===== config.mk =====
export PLATFORM = sky130hd
export DESIGN_NAME = memory_bank_writer
export DESIGN_NICKNAME = d
export VERILOG_FILES = /design/src/rtl/memory_bank_writer.sv
export SDC_FILE = /design/constraint.sdc
export NUM_CORES = 1
export LEC_CHECK = 0
export BUFFER_PORTS_ARGS = -buffer_cell sky130_fd_sc_hd__buf_2
export CAP_MARGIN = 20
export CORE_MARGIN = 3
export CORE_UTILIZATION = 42
export CTS_BUF_LIST = sky130_fd_sc_hd__clkbuf_16
export CTS_CLUSTER_DIAMETER = 80
export DETAILED_ROUTE_END_ITERATION = 10
export PLACE_DENSITY = 0.81
export SYNTH_ARGS = -nofsm -noshare
export SYNTH_HDL_FRONTEND = slang
export SYNTH_SLANG_ARGS = --single-unit

===== constraint.sdc =====
create_clock -name clk_i -period 2.8 [get_ports clk_i]
set_clock_uncertainty 0.2 [all_clocks]
set_input_delay 0.56 -clock clk_i [delete_from_list [all_inputs] [get_ports clk_i]]
set_output_delay 0.56 -clock clk_i [all_outputs]
set_load 0.02 [all_outputs]

===== src/rtl/memory_bank_writer.sv =====
// memory_bank_writer: writes packed words from the DRAM packer into a
// ping-pong (two-bank) BRAM, publishes per-bank full flags to the compute
// side and drops words, with a sticky overflow flag, while no bank is free.
module memory_bank_writer #(
  parameter int DATA_BITWIDTH = 163,
  parameter int ADDR_BITWIDTH = 10
) (
  input  logic                     clk_i,
  input  logic                     mem_wr_rst_i,
  input  logic [DATA_BITWIDTH-1:0] data_in_i,
  input  logic                     data_write_enable_i,
  input  logic                     start_i,
  input  logic [ADDR_BITWIDTH:0]   load_words_i,
  input  logic [1:0]               bank_release_i,
  output logic                     bram_we_o,
  output logic [ADDR_BITWIDTH:0]   bram_addr_o,
  output logic [DATA_BITWIDTH-1:0] bram_data_o,
  output logic [1:0]               bank_full_o,
  output logic                     busy_o,
  output logic                     overflow_o
);

  typedef enum logic [1:0] {
    IDLE,
    FILL,
    WAIT_BANK
  } state_t;

  // Largest load that fits one bank; larger requests are clamped to this.
  localparam logic [ADDR_BITWIDTH:0]   MAX_WORDS = {1'b1, {ADDR_BITWIDTH{1'b0}}};
  localparam logic [ADDR_BITWIDTH:0]   WORDS_ONE = (ADDR_BITWIDTH+1)'(1);
  localparam logic [ADDR_BITWIDTH-1:0] CNT_ONE   = ADDR_BITWIDTH'(1);

  state_t                   state_q;
  state_t                   state_d;
  logic [ADDR_BITWIDTH:0]   words_q;
  logic [ADDR_BITWIDTH-1:0] word_cnt_q;
  logic                     wr_bank_q;

  logic                     start_ok;
  logic [ADDR_BITWIDTH:0]   load_clamped;
  logic                     accept;
  logic                     last_word;
  logic                     complete;
  logic                     next_bank;
  logic                     next_bank_free;
  logic [1:0]               set_mask;

  // A zero-length load is meaningless, so such a start is simply ignored.
  assign start_ok       = start_i && (load_words_i != '0);
  assign load_clamped   = (load_words_i > MAX_WORDS) ? MAX_WORDS : load_words_i;
  // Words are only ever taken while filling; no backpressure exists upstream.
  assign accept         = (state_q == FILL) && data_write_enable_i;
  assign last_word      = ({1'b0, word_cnt_q} == (words_q - WORDS_ONE));
  assign complete       = accept && last_word;
  assign next_bank      = ~wr_bank_q;
  // A release arriving together with the completion already frees the bank.
  assign next_bank_free = !bank_full_o[next_bank] || bank_release_i[next_bank];
  assign set_mask       = complete ? (wr_bank_q ? 2'b10 : 2'b01) : 2'b00;

  // State register.
  always_ff @(posedge clk_i) begin
    if (mem_wr_rst_i) begin
      state_q <= IDLE;
    end else begin
      state_q <= state_d;
    end
  end

  // Next-state logic: fill until both banks are full, then wait for a release.
  always_comb begin
    state_d = state_q;
    case (state_q)
      IDLE: begin
        if (start_ok) state_d = FILL;
      end
      FILL: begin
        if (complete) state_d = next_bank_free ? FILL : WAIT_BANK;
      end
      WAIT_BANK: begin
        if (bank_release_i[wr_bank_q] && bank_full_o[wr_bank_q]) state_d = FILL;
      end
      default: state_d = IDLE;
    endcase
  end

  // Output decode: busy whenever a load session is active.
  always_comb begin
    busy_o = 1'b0;
    if ((state_q == FILL) || (state_q == WAIT_BANK)) busy_o = 1'b1;
  end

  // Datapath: BRAM write port, address counters, bank flags and overflow.
  always_ff @(posedge clk_i) begin
    if (mem_wr_rst_i) begin
      bram_we_o   <= 1'b0;
      bram_addr_o <= '0;
      bram_data_o <= '0;
      bank_full_o <= 2'b00;
      overflow_o  <= 1'b0;
      words_q     <= '0;
      word_cnt_q  <= '0;
      wr_bank_q   <= 1'b0;
    end else begin
      bram_we_o <= accept;
      if (accept) begin
        bram_data_o <= data_in_i;
        bram_addr_o <= {wr_bank_q, word_cnt_q};
        if (last_word) begin
          word_cnt_q <= '0;
          wr_bank_q  <= ~wr_bank_q;
        end else begin
          word_cnt_q <= word_cnt_q + CNT_ONE;
        end
      end
      if ((state_q == IDLE) && start_ok) begin
        words_q    <= load_clamped;
        word_cnt_q <= '0;
        wr_bank_q  <= 1'b0;
      end
      if ((state_q == WAIT_BANK) && data_write_enable_i) begin
        overflow_o <= 1'b1;
      end
      bank_full_o <= (bank_full_o & ~bank_release_i) | set_mask;
    end
  end

endmodule

## Word-level counts from Yosys, hierarchy flattened

Cells that the tools add are included.

| word-level totals | value |
|---|---|
| register bits | 202 |
| bits of input ports | 180 |
| output and inout bits | 179 |
| word-level logic and storage cells | 56 |

| cells by class | value |
|---|---|
| add/sub/neg operators | 2 |
| magnitude comparators | 3 |
| equal/unequal tests | 6 |
| muxes and demuxes | 18 |
| bitwise operators | 4 |
| reduce and logical (&&, ||, !) cells | 14 |

Operators by type and width:

| kind | count |
|---|---|
| $mux W2 | 6 |
| $eq A10 B11 Y1 | 1 |
| $gt A11 B11 Y1 const B | 1 |
| $mux W11 | 1 |
| $reduce_bool A11 Y1 | 1 |
| $sub A11 B1 Y11 const B | 1 |
| $add A10 B1 Y10 const B | 1 |
| $mux W10 | 1 |
| $mux W1 | 9 |
| $logic_and A1 B1 Y1 | 6 |
| $ne A2 B2 Y1 const B | 3 |
| $pmux W2 S3 | 1 |
| $lt A1 B2 Y1 const B | 2 |
| $reduce_and A3 Y1 | 1 |
| $and A2 B2 Y2 | 1 |
| $eq A2 B1 Y1 const B | 1 |
| $eq A2 B2 Y1 const B | 1 |
| $logic_not A2 Y1 | 1 |
| $logic_or A1 B1 Y1 | 2 |
| $not A2 Y2 | 1 |
| $or A2 B2 Y2 | 1 |
| $reduce_and A2 Y1 | 1 |
| $reduce_or A2 Y1 | 1 |
| $logic_not A1 Y1 | 1 |
| $not A1 Y1 | 1 |

## Depth between registers and ports, before layout

Gate-level depths: netlist (run 1).

| logic depth | value |
|---|---|
| depth after elaboration | 8 |
| depth in mapped cells | 10 |
| depth with buffers taken out | 8 |

## Worst setup path after synthesis (run 1)

OpenSTA, ideal clock, no wires.

| timing path | value |
|---|---|
| path kind | reg-to-reg |
| from | register words_q[0] |
| to | register word_cnt_q[3] |
| setup time | 0.130 ns |
| data arrival time | 2.533 ns |
| data required time | 2.470 ns |
| path slack | -0.063 ns |
| cell stages (with the launch flop) | 11 |
| clock period less this slack | 2.863 ns |
| path through | dfxtp_1 inv_1 ha_1 buf_2 or3b_1 or3_4 a2111oi_4 nor3b_4 and4b_1 buf_4 nor3_1 |

| between the ends | value |
|---|---|
| longest elaborated chain between the ends | 3 |

Ends and longest elaborated chain:

| item | RTL line | text |
|---|---|---|
| from (decl) | 36 | `logic [ADDR_BITWIDTH:0] words_q;` |
| from (signal assigned) | 117 | `words_q <= load_clamped;` |
| $sub A11 B1 Y11 | 54 | `assign last_word = ({1'b0, word_cnt_q} == (words_q - WORDS_ONE));` |
| $eq A10 B11 Y1 | 54 |  |
| $mux W10 | 109 | `if (last_word) begin` |
| to (signal assigned) | 113 | `word_cnt_q <= word_cnt_q + CNT_ONE;` |
| to (decl) | 37 | `logic [ADDR_BITWIDTH-1:0] word_cnt_q;` |

No other way between the ends.
A chain may end at the register's enable or synchronous reset.

## Worst setup path after layout (run 1)

| timing path | value |
|---|---|
| from | register words_q[0] |
| to | register word_cnt_q[7] |

Same word-level chain as after synthesis.

==> results.tsv, run 1 <==
stage	metric	value	unit
status	status	completed	
setup_path	timing.rr.end	word_cnt_q[7]	
die	rows	48	
yosys	synthTopCellsByArea	dfxtp_1 (53%), nand2_1 (18%), a21oi_1 (12%)	
setup_path	crit_required	2990	ps
power	power_frac_comb	24.6	%
setup_path	cp_top_family	simple AND/OR/NAND/NOR gates	
clock_tree	clock-sinks	202	
routing	wirelength	22000	um
die	initial_core_util	43.6	%
min_path	hold_start	load_words_i[1]	
power	power	8.09	mW
layout	multiInputGateArea	3320	um2
setup_path	start_kind	register	
die	die_w	141	um
setup_path	cp-end-kind	register	
die	die-area	19800	um2
sta	period_minus_slack	2710	ps
setup_path	crit_buf_inv	1	
power	power_frac_clock	34.1	%
die	die_h	141	um
clock_tree	root_buffer	clkbuf_16	
yosys	synth_flop_cell	dfxtp_1	
sta	report.final.setup_viol	0	
setup_path	cp.arrival	2900	ps
layout	final_nets	1478	
setup_path	crit_chain	inv_2 > ha_2 > or3b_4 > or3_4 > a2111oi_4 > nor3b_4 > and4b_2 > nor3_1	
layout	seq_area	4040	um2
layout	final_core_util	59.1	%
clock_tree	clk_pin_slew_worst_paths	60	ps
grt	overflow	0	
sta	fin_crit_sh	96.8	%
routing	wl_per_cell	14.3	um
die	core_area	17500	um2
sta	relSlewSlack	45.4	%
power	p_leak	4.66	nW
setup_path	rrSetupSlack	90	ps
yosys	synth_warnings	0	
routing	postRouteAntennaNets	0	
sta	finalHoldViolCount	0	
clock_tree	insertion_delay	500	ps
yosys	syn-num-nets	1146	
grt	track_usage	20.7	%
setup_path	timing.rr.start	words_q[0]	
grt	grt_max_degree	97	
layout	drive_gt1_share	32.6	%
sta	max_freq	0.369	GHz
routing	vias	7567	
routing	drtIter0Drc	423	
sta	drv_slew	0	
layout	nFillCells	1608	
power	ir_worst_vdd	0.000555	V
layout	final_common_cell	nand2_1	
sta	worst_pin_slew	817	ps
sta	rsz0062_at_grt	true	
routing	remaining_drc_errors	0	
setup_path	critPathMaxStageDelay	420	ps
yosys	synth_largest_area_cell	dfxtp_1	
setup_path	worstSetupPathType	reg -> reg	
power	intPower	5.48	mW
flow_run	drv_cap	0	
layout	diodes	0	
power	swShare	32.3	%
sta	tns	0	ps
clock_tree	numCtsBuffers	22	
routing	vias_per_cell	4.94	
clock_tree	htree_num_levels	1	
placed_design	gp_congestion	0.871	
layout	syn_to_final_growth	35.7	%
yosys	synth_seq_cells	202	
yosys	synth_area_per_cell	7.96	um2
yosys	ys_seq_area_share	52.9	%
power	power.density	781	nW/um2
yosys	yosys.cell_types.count	54	
setup_path	cp_max_fo	7	
placed_design	dp_hpwl	15900	um
layout	layout_common_cells	nand2_1 (366), buf_2 (357), dfxtp_1 (202), a21oi_1 (183), clkbuf_16 (22)	
yosys	post_synth_inst_count	960	
placed_design	io_buffers	358	
min_path	worst_hold_path.endpoint	words_q[1]	
clock_tree	cts_tree	built	
power	seqPwrFrac	41.2	%
yosys	synth-edff-count	0	
min_path	hold_path.class	in -> reg	
yosys	synth_top_area_share	52.9	%
yosys	syn_area	7640	um2
grt	antenna_found_initial	0	
min_path	hold_depth	3	
routing	first_pass_iters	4	
grt	grt_pass1_vias	7021	
clock_tree	cts_max_path_buffers	3	
grt	grt_pass1_wl	34700	um
die	io-pin-count	359	
setup_path	r2r_cells	8	
setup_path	cp_slowest_cell	or3_4	
power	p_switching	2.61	mW
yosys	async_flop_share	0	%
layer usage:
layer  GRT usage (%)  part of all wire [%]  up-vias
met3            4.04                   6.5       48
li1                -                     -     3842
met4            6.88                   2.8        0
met5               0                     0        -
met2            36.2                    50      256
met1            25.5                    41     3421
power groups by stage:
| stage | Sequential (mW) | Clock, mW | Combinational [mW] |
|---|---|---|---|
| finish | 3.34 | 2.76 | 1.99 |
| detailed placement | 3.40 | 0 | 2.01 |
| global placement | 3.38 | 0 | 1.98 |
| global route | 3.37 | 2.96 | 2.20 |
| CTS | 3.34 | 2.84 | 2.01 |
| floorplan | 3.75 | 0 | 0.937 |
worst register-to-register path, cell delays in order, from the launching register on:
cell	delay, ps
dfxtp_1	320
inv_2	60
ha_2	160
or3b_4	390
or3_4	420
a2111oi_4	340
nor3b_4	290
and4b_2	340
nor3_1	80
sequential cells by signal, summed over array words and instances, names as in the netlist:
| register | cells |
|---|---|
| bram_data_o | 163 |
| wr_bank_q | 1 |
| word_cnt_q | 10 |
| words_q | 11 |
| state_q | 2 |
| bank_full_o | 2 |
| overflow_o | 1 |
| bram_we_o | 1 |
| bram_addr_o | 11 |
repair_timing:
item	CTS	global route
hold endpoints to repair	0	0
endpoints found under the setup margin	0	10
hold buffers	0	0
buffers inserted	0	1
gates resized for setup	0	5
cell usage after synthesis, types with 3 or more instances:
master      n
nand2_1   367
dfxtp_1   202
a21oi_1   183
clkbuf_1   55
nor2_1     14
nor3_1     11
inv_1      10
xnor2_1    10
buf_1       9
nand4_1     9
a22o_1      7
xor2_1      7
ha_1        6
o21ai_0     6
a211o_1     4
nor4_1      4
a41oi_1     3
and3_1      3
nand2b_1    3
nand3_1     3
how the worst max path moves through the flow:
stage,start,end,slack [ps],cells past startpoint
floorplan,words_q[0],word_cnt_q[3],20,10
finish,words_q[0],word_cnt_q[7],90,8
global route,words_q[1],word_cnt_q[7],-9,8
global placement,words_q[0],word_cnt_q[4],90,8
CTS,words_q[0],word_cnt_q[7],20,8
detailed placement,words_q[0],word_cnt_q[7],40,8
per-stage QoR:
stage          cells  hold WS (ps)  instance area [um2]  worst slack [ps]
2_1_floorplan    960           271                 7640              23.1
3_3_place_gp    1492           239                 9660              93.4
3_5_place_dp    1492           243                 9660              41.0
4_1_cts         1532          56.1                10400              23.7
5_1_grt         1533          66.2                10400             -9.12
6_report        1533          79.7                10400              89.9
area by class of cell:
| type | instances | area share, % |
|---|---|---|
| flip-flops and latches | 202 | 39.0 |
| clock inverters | 18 | 1.40 |
| clock buffers | 22 | 5.31 |
| inverters | 10 | 0.362 |
| well taps | 225 | 2.72 |
| repair buffers | 375 | 19.2 |
| multi-input cells | 681 | 32.0 |
cell families after synthesis:
kind of cell	after synthesis	share of synthesized area [%]
compound gates	220	16.1
simple gates	435	23.6
fa+ha+maj	6	0.983
xor+xnor	18	2.24
buf+inv	77	3.87
mux	2	0.278
flops	202	52.9
(Power assumes the default switching activity.)
==> run 2: changes to the inputs <==
--- a/config.mk
+++ b/config.mk
@@ -5,14 +5,18 @@
 export SDC_FILE = /design/constraint.sdc
 export NUM_CORES = 1
 export LEC_CHECK = 0
+export ABC_AREA = 1
 export BUFFER_PORTS_ARGS = -buffer_cell sky130_fd_sc_hd__buf_2
 export CAP_MARGIN = 20
+export CELL_PAD_IN_SITES_DETAIL_PLACEMENT = 1
+export CELL_PAD_IN_SITES_GLOBAL_PLACEMENT = 1
 export CORE_MARGIN = 3
-export CORE_UTILIZATION = 42
+export CORE_UTILIZATION = 29
 export CTS_BUF_LIST = sky130_fd_sc_hd__clkbuf_16
 export CTS_CLUSTER_DIAMETER = 80
 export DETAILED_ROUTE_END_ITERATION = 10
-export PLACE_DENSITY = 0.81
+export GPL_TIMING_DRIVEN = 0
+export PLACE_DENSITY = 0.82
 export SYNTH_ARGS = -nofsm -noshare
 export SYNTH_HDL_FRONTEND = slang
 export SYNTH_SLANG_ARGS = --single-unit
==> run 2 against run 1 <==
  * Final cell count grew 13%
  * Via count increased by 5.8%
  * Global-route usage is 1.3 points lower
  * Maximum frequency rose by 7.2%
  * Flip-flop and latch count unchanged
  * Register-to-register slack improved by 180 ps
  * Count of clock-buffer cells in the layout increased by 3
  * Core utilization fell by 18 points
  * First-iteration DRC count is 6.6% lower
  * Critical path type unchanged
  * Critical endpoint is now bram_data_o[5]
  * Largest power group unchanged
==> results.tsv, run 2 <==
stage	metric	value	unit
yosys	synth_seq_cells	202	
layout	layout_common_cells	nor2_1 (367), buf_2 (360), dfxtp_1 (202), o21ai_0 (177), nand2_1 (67)	
clock_tree	root_buffer	clkbuf_16	
layout	syn_to_final_growth	39.8	%
yosys	synthTopCellsByArea	dfxtp_1 (54%), nor2_1 (18%), o21ai_0 (12%)	
power	p_leak	5.03	nW
sta	relSlewSlack	57.9	%
sta	tns	0	ps
clock_tree	cts_max_path_buffers	3	
setup_path	cp-end-kind	register	
grt	grt_pass1_wl	44200	um
routing	vias	8005	
power	ir_worst_vdd	0.000573	V
yosys	synth-edff-count	0	
power	power	10.1	mW
clock_tree	numCtsBuffers	24	
clock_tree	cts_hold_buf	0	
grt	overflow	0	
power	power.density	961	nW/um2
sta	period_minus_slack	2530	ps
setup_path	worstSetupPathType	reg -> reg	
setup_path	cp_slowest_cell	clkbuf_1	
die	rows	58	
placed_design	preCtsSetupSlack	-90.0	ps
layout	final_nets	1568	
flow_run	drv_cap	0	
yosys	syn_area	7530	um2
yosys	synth_warnings	0	
grt	busiest_layer	met2	
clock_tree	clock-sinks	202	
grt	met2_usage	33.5	%
routing	postRouteAntennaNets	0	
placed_design	dp.cells	1686	
die	die-area	27900	um2
sta	drv_slew	0	
setup_path	start_kind	register	
setup_path	crit_top_cell	clkbuf_1	
clock_tree	ctsResizeCount	3	
routing	wirelength	28500	um
clock_tree	post_cts_buffers	0	
setup_path	crit_required	3050	ps
clock_tree	cts_tree	built	
grt	grtUsageMet3	5.12	%
sta	max_freq	0.396	GHz
setup_path	rrSetupSlack	270	ps
layout	drive_gt1_share	29.5	%
setup_path	critPathMaxStageDelay	470	ps
sta	report.final.setup_viol	0	
routing	first_pass_iters	4	
yosys	synthAdderAreaFrac	0.997	%
routing	remaining_drc_errors	0	
setup_path	cp_top_family	buffers and inverters	
sta	fin_ws	272	ps
clock_tree	clk_pin_slew_worst_paths	60	ps
yosys	synth_area_per_cell	7.54	um2
die	io-pin-count	359	
layout	largest_register_ff_count	163	
layout	final_common_cell	nor2_1	
setup_path	crit_chain	inv_1 > ha_1 > nand2_2 > clkbuf_1 > clkbuf_1 > o21ai_0 > nor2_1	
layout	final_core_util	41.6	%
yosys	post_synth_inst_count	999	
die	die_w	167	um
setup_path	cp_max_fo	10	
min_path	hold_path.class	in -> reg	
status	status	completed	
yosys	yosys.area_share.simple	24.6	%
yosys	async_flop_share	0	%
yosys	synth-xor-area-share	1.63	%
die	die_h	167	um
clock_tree	insertion_delay	510	ps
yosys	ys_seq_area_share	53.7	%
yosys	synth_flop_cell	dfxtp_1	
grt	antenna_found_initial	4	
yosys	netlist_top_cells_count	nor2_1 (367), dfxtp_1 (202), o21ai_0 (177), nand2_1 (67), clkbuf_1 (51)	
sta	finalHoldViolCount	0	
sta	fin_crit_sh	90.3	%
grt	grt_pass1_vias	8246	
layout	reg_top3	bram_data_o x163, bram_addr_o x11, words_q x11	
yosys	synth_largest_area_cell	dfxtp_1	
yosys	synth_compound_area_share	13.7	%
sta	rsz0062_at_grt	false	
placed_design	io_buffers	357	
sta	worst_pin_slew	632	ps
routing	wl_per_cell	16.5	um
clock_tree	htree_num_levels	1	
yosys	synth_top_family_by_area	simple AND/OR/NAND/NOR gates	
placed_design	gp_congestion	0.828	
yosys	syn-num-nets	1185	
grt	track_usage	19.3	%
yosys	synth_top_area_share	53.7	%
layout	nFillCells	3254	
layout	regMostFlops	bram_data_o	
setup_path	cp.arrival	2770	ps
placed_design	dp_hpwl	21600	um
yosys	yosys.cell_count.top_type	nor2_1	
die	core_area	25300	um2
yosys	yosys.cell_types.count	29	
yosys	synthMuxAreaShare	0	%
setup_path	crit_buf_inv	3	
die	initial_core_util	29.7	%
grt	grt_max_degree	13	
grt	grtUsageMet1	23.7	%
routing	vias_per_cell	4.62	
layout	layout.cells.non_filler	1732	
routing	drtIter0Drc	395	
-- run 2: report_power, final --
group	internal, mW	switching, mW
Sequential	3.46	0.305
Combinational	1.04	2.19
Clock	1.88	1.24
-- run 2: final timing paths --
kind | startpoint | end | cells past startpoint
setup / recovery | state_q[1] | bram_data_o[5] | 7
hold / removal | data_in_i[158] | bram_data_o[158] | 3
setup reg to reg | state_q[1] | bram_data_o[5] | 7
hold reg to reg | bram_data_o[47] | bram_data_o[47] | 2
-- run 2: cell families after synthesis --
group / Yosys count
and+or+nand+nor: 469
buffers and inverters: 105
AOI/OAI and AO/OA: 203
DFF: 202
xor gates and xnor gates: 14
adders and majority gates: 6
-- run 2: layer usage --
layer	share of wire, %	up-vias
li1	-	3951
met3	8.7	58
met2	47	302
met5	0.070	-
met4	2.6	2
met1	42	3692
-- run 2: final cells by class --
type                            count  area (um2)  area share [%]
Clock buffer                       25         626            5.94
Multi-Input combinational cell    692        3080            29.3
Clock inverter                     18         163            1.55
Tap cell                          330         413            3.92
Buffer                             58         228            2.16
Inverter                           47         176            1.68
Timing Repair Buffer              357        1790            17.0
Sequential cell                   202        4040            38.4
Antenna cell                        3        7.51          0.0713
-- run 2: tightest hold or removal path: cells and delay by family --
kind                   cells  cell delay (ps)
buffers and inverters      1               70
AO/OA/AOI/OAI              1               70
AND/OR/NAND/NOR            1               70
-- run 2: through the flow --
step / hold slack, ps / cell area (um2)
detailed placement: 266 / 9730
finish: 99.8 / 10500
global route: 85.5 / 10500
global placement: 252 / 9730
CTS: 75.4 / 10500
floorplan: 267 / 7530
==> run 3: changes to the inputs <==
--- a/config.mk
+++ b/config.mk
@@ -5,7 +5,6 @@
 export SDC_FILE = /design/constraint.sdc
 export NUM_CORES = 1
 export LEC_CHECK = 0
-export ABC_AREA = 1
 export BUFFER_PORTS_ARGS = -buffer_cell sky130_fd_sc_hd__buf_2
 export CAP_MARGIN = 20
 export CELL_PAD_IN_SITES_DETAIL_PLACEMENT = 1
@@ -16,7 +15,8 @@
 export CTS_CLUSTER_DIAMETER = 80
 export DETAILED_ROUTE_END_ITERATION = 10
 export GPL_TIMING_DRIVEN = 0
-export PLACE_DENSITY = 0.82
+export MAX_ROUTING_LAYER = met4
+export PLACE_DENSITY = 0.8
 export SYNTH_ARGS = -nofsm -noshare
 export SYNTH_HDL_FRONTEND = slang
 export SYNTH_SLANG_ARGS = --single-unit
==> run 3 against run 2 <==
  * Clock power shrank 7.1%
  * Sequential power shrank 11%
  * Worst hold slack lost 37 ps
  * Global-route usage shrank 0.42 points
  * Worst setup slack lost 220 ps
  * Sequential share of layout area shrank 0.55 points
  * Final cell count shrank 2.0%
  * Die area grew 1.4%
  * Critical endpoint is now word_cnt_q[5]
==> results.tsv, run 3 (synthesis gave the netlist of run 1 again) <==
stage	metric	value	unit
status	status	completed	
setup_path	cp-endpoint	word_cnt_q[5]	
setup_path	rrSetupSlack	50	ps
setup_path	crit_start	words_q[4]	
sta	finalHoldViolCount	0	
flow_run	drv_cap	0	
placed_design	dp.cells	1648	
setup_path	r2r_cells	7	
clock_tree	cts_tree	built	
sta	period_minus_slack	2750	ps
clock_tree	numCtsBuffers	24	
power	power.density	781	nW/um2
sta	drv_slew	0	
routing	vias	8023	
die	die_w	168	um
die	die_h	168	um
sta	relSlewSlack	42.4	%
layout	fin_area	10700	um2
sta	worst_pin_slew	861	ps
grt	grt_pass1_vias	8285	
die	io-pin-count	359	
layout	drive_gt1_share	31.3	%
placed_design	placed_cell_area	9850	um2
routing	drtIter0Drc	291	
setup_path	cp_max_fo	7	
layout	syn_to_final_growth	40.1	%
routing	wirelength	27900	um
grt	grt_max_degree	13	
power	power_frac_clock	34.7	%
routing	vias_per_cell	4.72	
power	swShare	33.6	%
sta	tns	0	ps
layout	multiInputGateArea	3340	um2
setup_path	cp.arrival	2920	ps
sta	max_freq	0.364	GHz
die	die-area	28300	um2
layout	layout.cells.non_filler	1698	
routing	remaining_drc_errors	0	
power	seqPwrFrac	40.3	%
clock_tree	clk_pin_slew_worst_paths	60	ps
routing	wl_per_cell	16.4	um
clock_tree	root_buffer	clkbuf_16	
min_path	hold_path.class	in -> reg	
sta	fin_crit_sh	98.1	%
die	initial_core_util	29.9	%
layout	final_core_util	41.9	%
grt	overflow	0	
power	intPower	5.55	mW
clock_tree	clock-sinks	202	
grt	grt_pass1_wl	42900	um
die	rows	58	
placed_design	dp_hpwl	21300	um
routing	postRouteAntennaNets	0	
grt	track_usage	18.9	%
routing	first_pass_iters	4	
power	p_switching	2.81	mW
layout	regMostFlops	bram_data_o	
setup_path	worstSetupPathType	reg -> reg	
setup_path	timing.rr.end	word_cnt_q[5]	
setup_path	crit_required	2980	ps
setup_path	start_kind	register	
layout	nFillCells	3225	
clock_tree	htree_num_levels	1	
layout	seq_area	4050	um2
clock_tree	cts_max_path_buffers	3	
power	p_leak	4.73	nW
setup_path	timing.rr.start	words_q[4]	
grt	antenna_found_initial	0	
power	ir_worst_vdd	0.000521	V
layout	final_common_cell	nand2_1	
sta	report.final.setup_viol	0	
sta	rsz0062_at_grt	true	
power	power_frac_comb	25.1	%
placed_design	io_buffers	358	
die	core_area	25500	um2
layout	layout_common_cells	nand2_1 (367), buf_2 (359), dfxtp_1 (200), a21oi_1 (183), clkbuf_1 (51)	
power	power	8.36	mW
layout	final_nets	1539	
layout	diodes	0	
clock_tree	cts_hold_buf	0	
layout	reg_top3	bram_data_o x163, bram_addr_o x11, words_q x11	
placed_design	gp_congestion	0.860	
layout	largest_register_ff_count	163	
clock_tree	insertion_delay	510	ps
setup_path	cp-end-kind	register	
==> run 3: changes by cell type in the layout (fill, tap and decap cells not counted), sizes merged, moves of 16 or more <==
cell,before,now
a21oi,17,183
buf,363,379
inv,51,15
nand2,68,367
nor2,373,14
o21ai,177,6
==> run 3: area by class of cell <==
class / count / area share [%]
sequential: 202 / 37.9
multi-input combinational: 681 / 31.2
timing repair buffer: 368 / 17.4
clock buffer: 25 / 5.85
tap: 330 / 3.86
buffer: 66 / 2.44
clock inverter: 16 / 0.924
inverter: 10 / 0.398
==> run 3: worst max-delay path: stages, from the launching register on <==
cell       delay, ps
dfxtp_1          360
or4_4            570
or3_4            410
a2111oi_4        330
nor3b_4          300
and4b_1          240
buf_6            130
nor3_1            60
==> run 3: worst min-delay path by stage <==
stage | cells past startpoint | slack [ps] | from | endpoint
2_1_floorplan | 2 | 270 | wr_bank_q | bram_addr_o[10]
3_3_place_gp | 2 | 240 | bram_data_o[91] | bram_data_o[91]
3_5_place_dp | 2 | 240 | bram_data_o[64] | bram_data_o[64]
4_1_cts | 3 | 40 | load_words_i[0] | words_q[0]
5_1_grt | 2 | 60 | load_words_i[6] | words_q[6]
6_report | 3 | 60 | load_words_i[0] | words_q[0]
==> run 3: through the flow <==
step	hold slack (ps)	worst slack, ps
after global placement	239	-194
final	63.2	54.3
after CTS	40.4	3.84
after detailed placement	243	-234
after global routing	64.2	-76.2
after floorplan	271	23.1
==> run 3: power by group through the flow <==
stage | clock network [mW] | logic [mW] | registers (mW)
final | 2.90 | 2.10 | 3.37
after global routing | 3.11 | 2.32 | 3.40
after CTS | 3.00 | 2.11 | 3.37
after detailed placement | 0 | 2.08 | 3.43
after global placement | 0 | 2.02 | 3.41
after floorplan | 0 | 0.937 | 3.75
==> run 3: what timing repair did <==
item,in CTS,in global routing
gates resized for setup,14,8
buffers inserted,7,3
pin swaps,4,6
endpoints found under the setup margin,124,88
==> run 3: metal layers <==
layer	global-route usage (%)	routed length, um
met5	-	0
met4	5.66	854
met3	2.93	1500
met2	32.6	13600
met1	22.9	11900
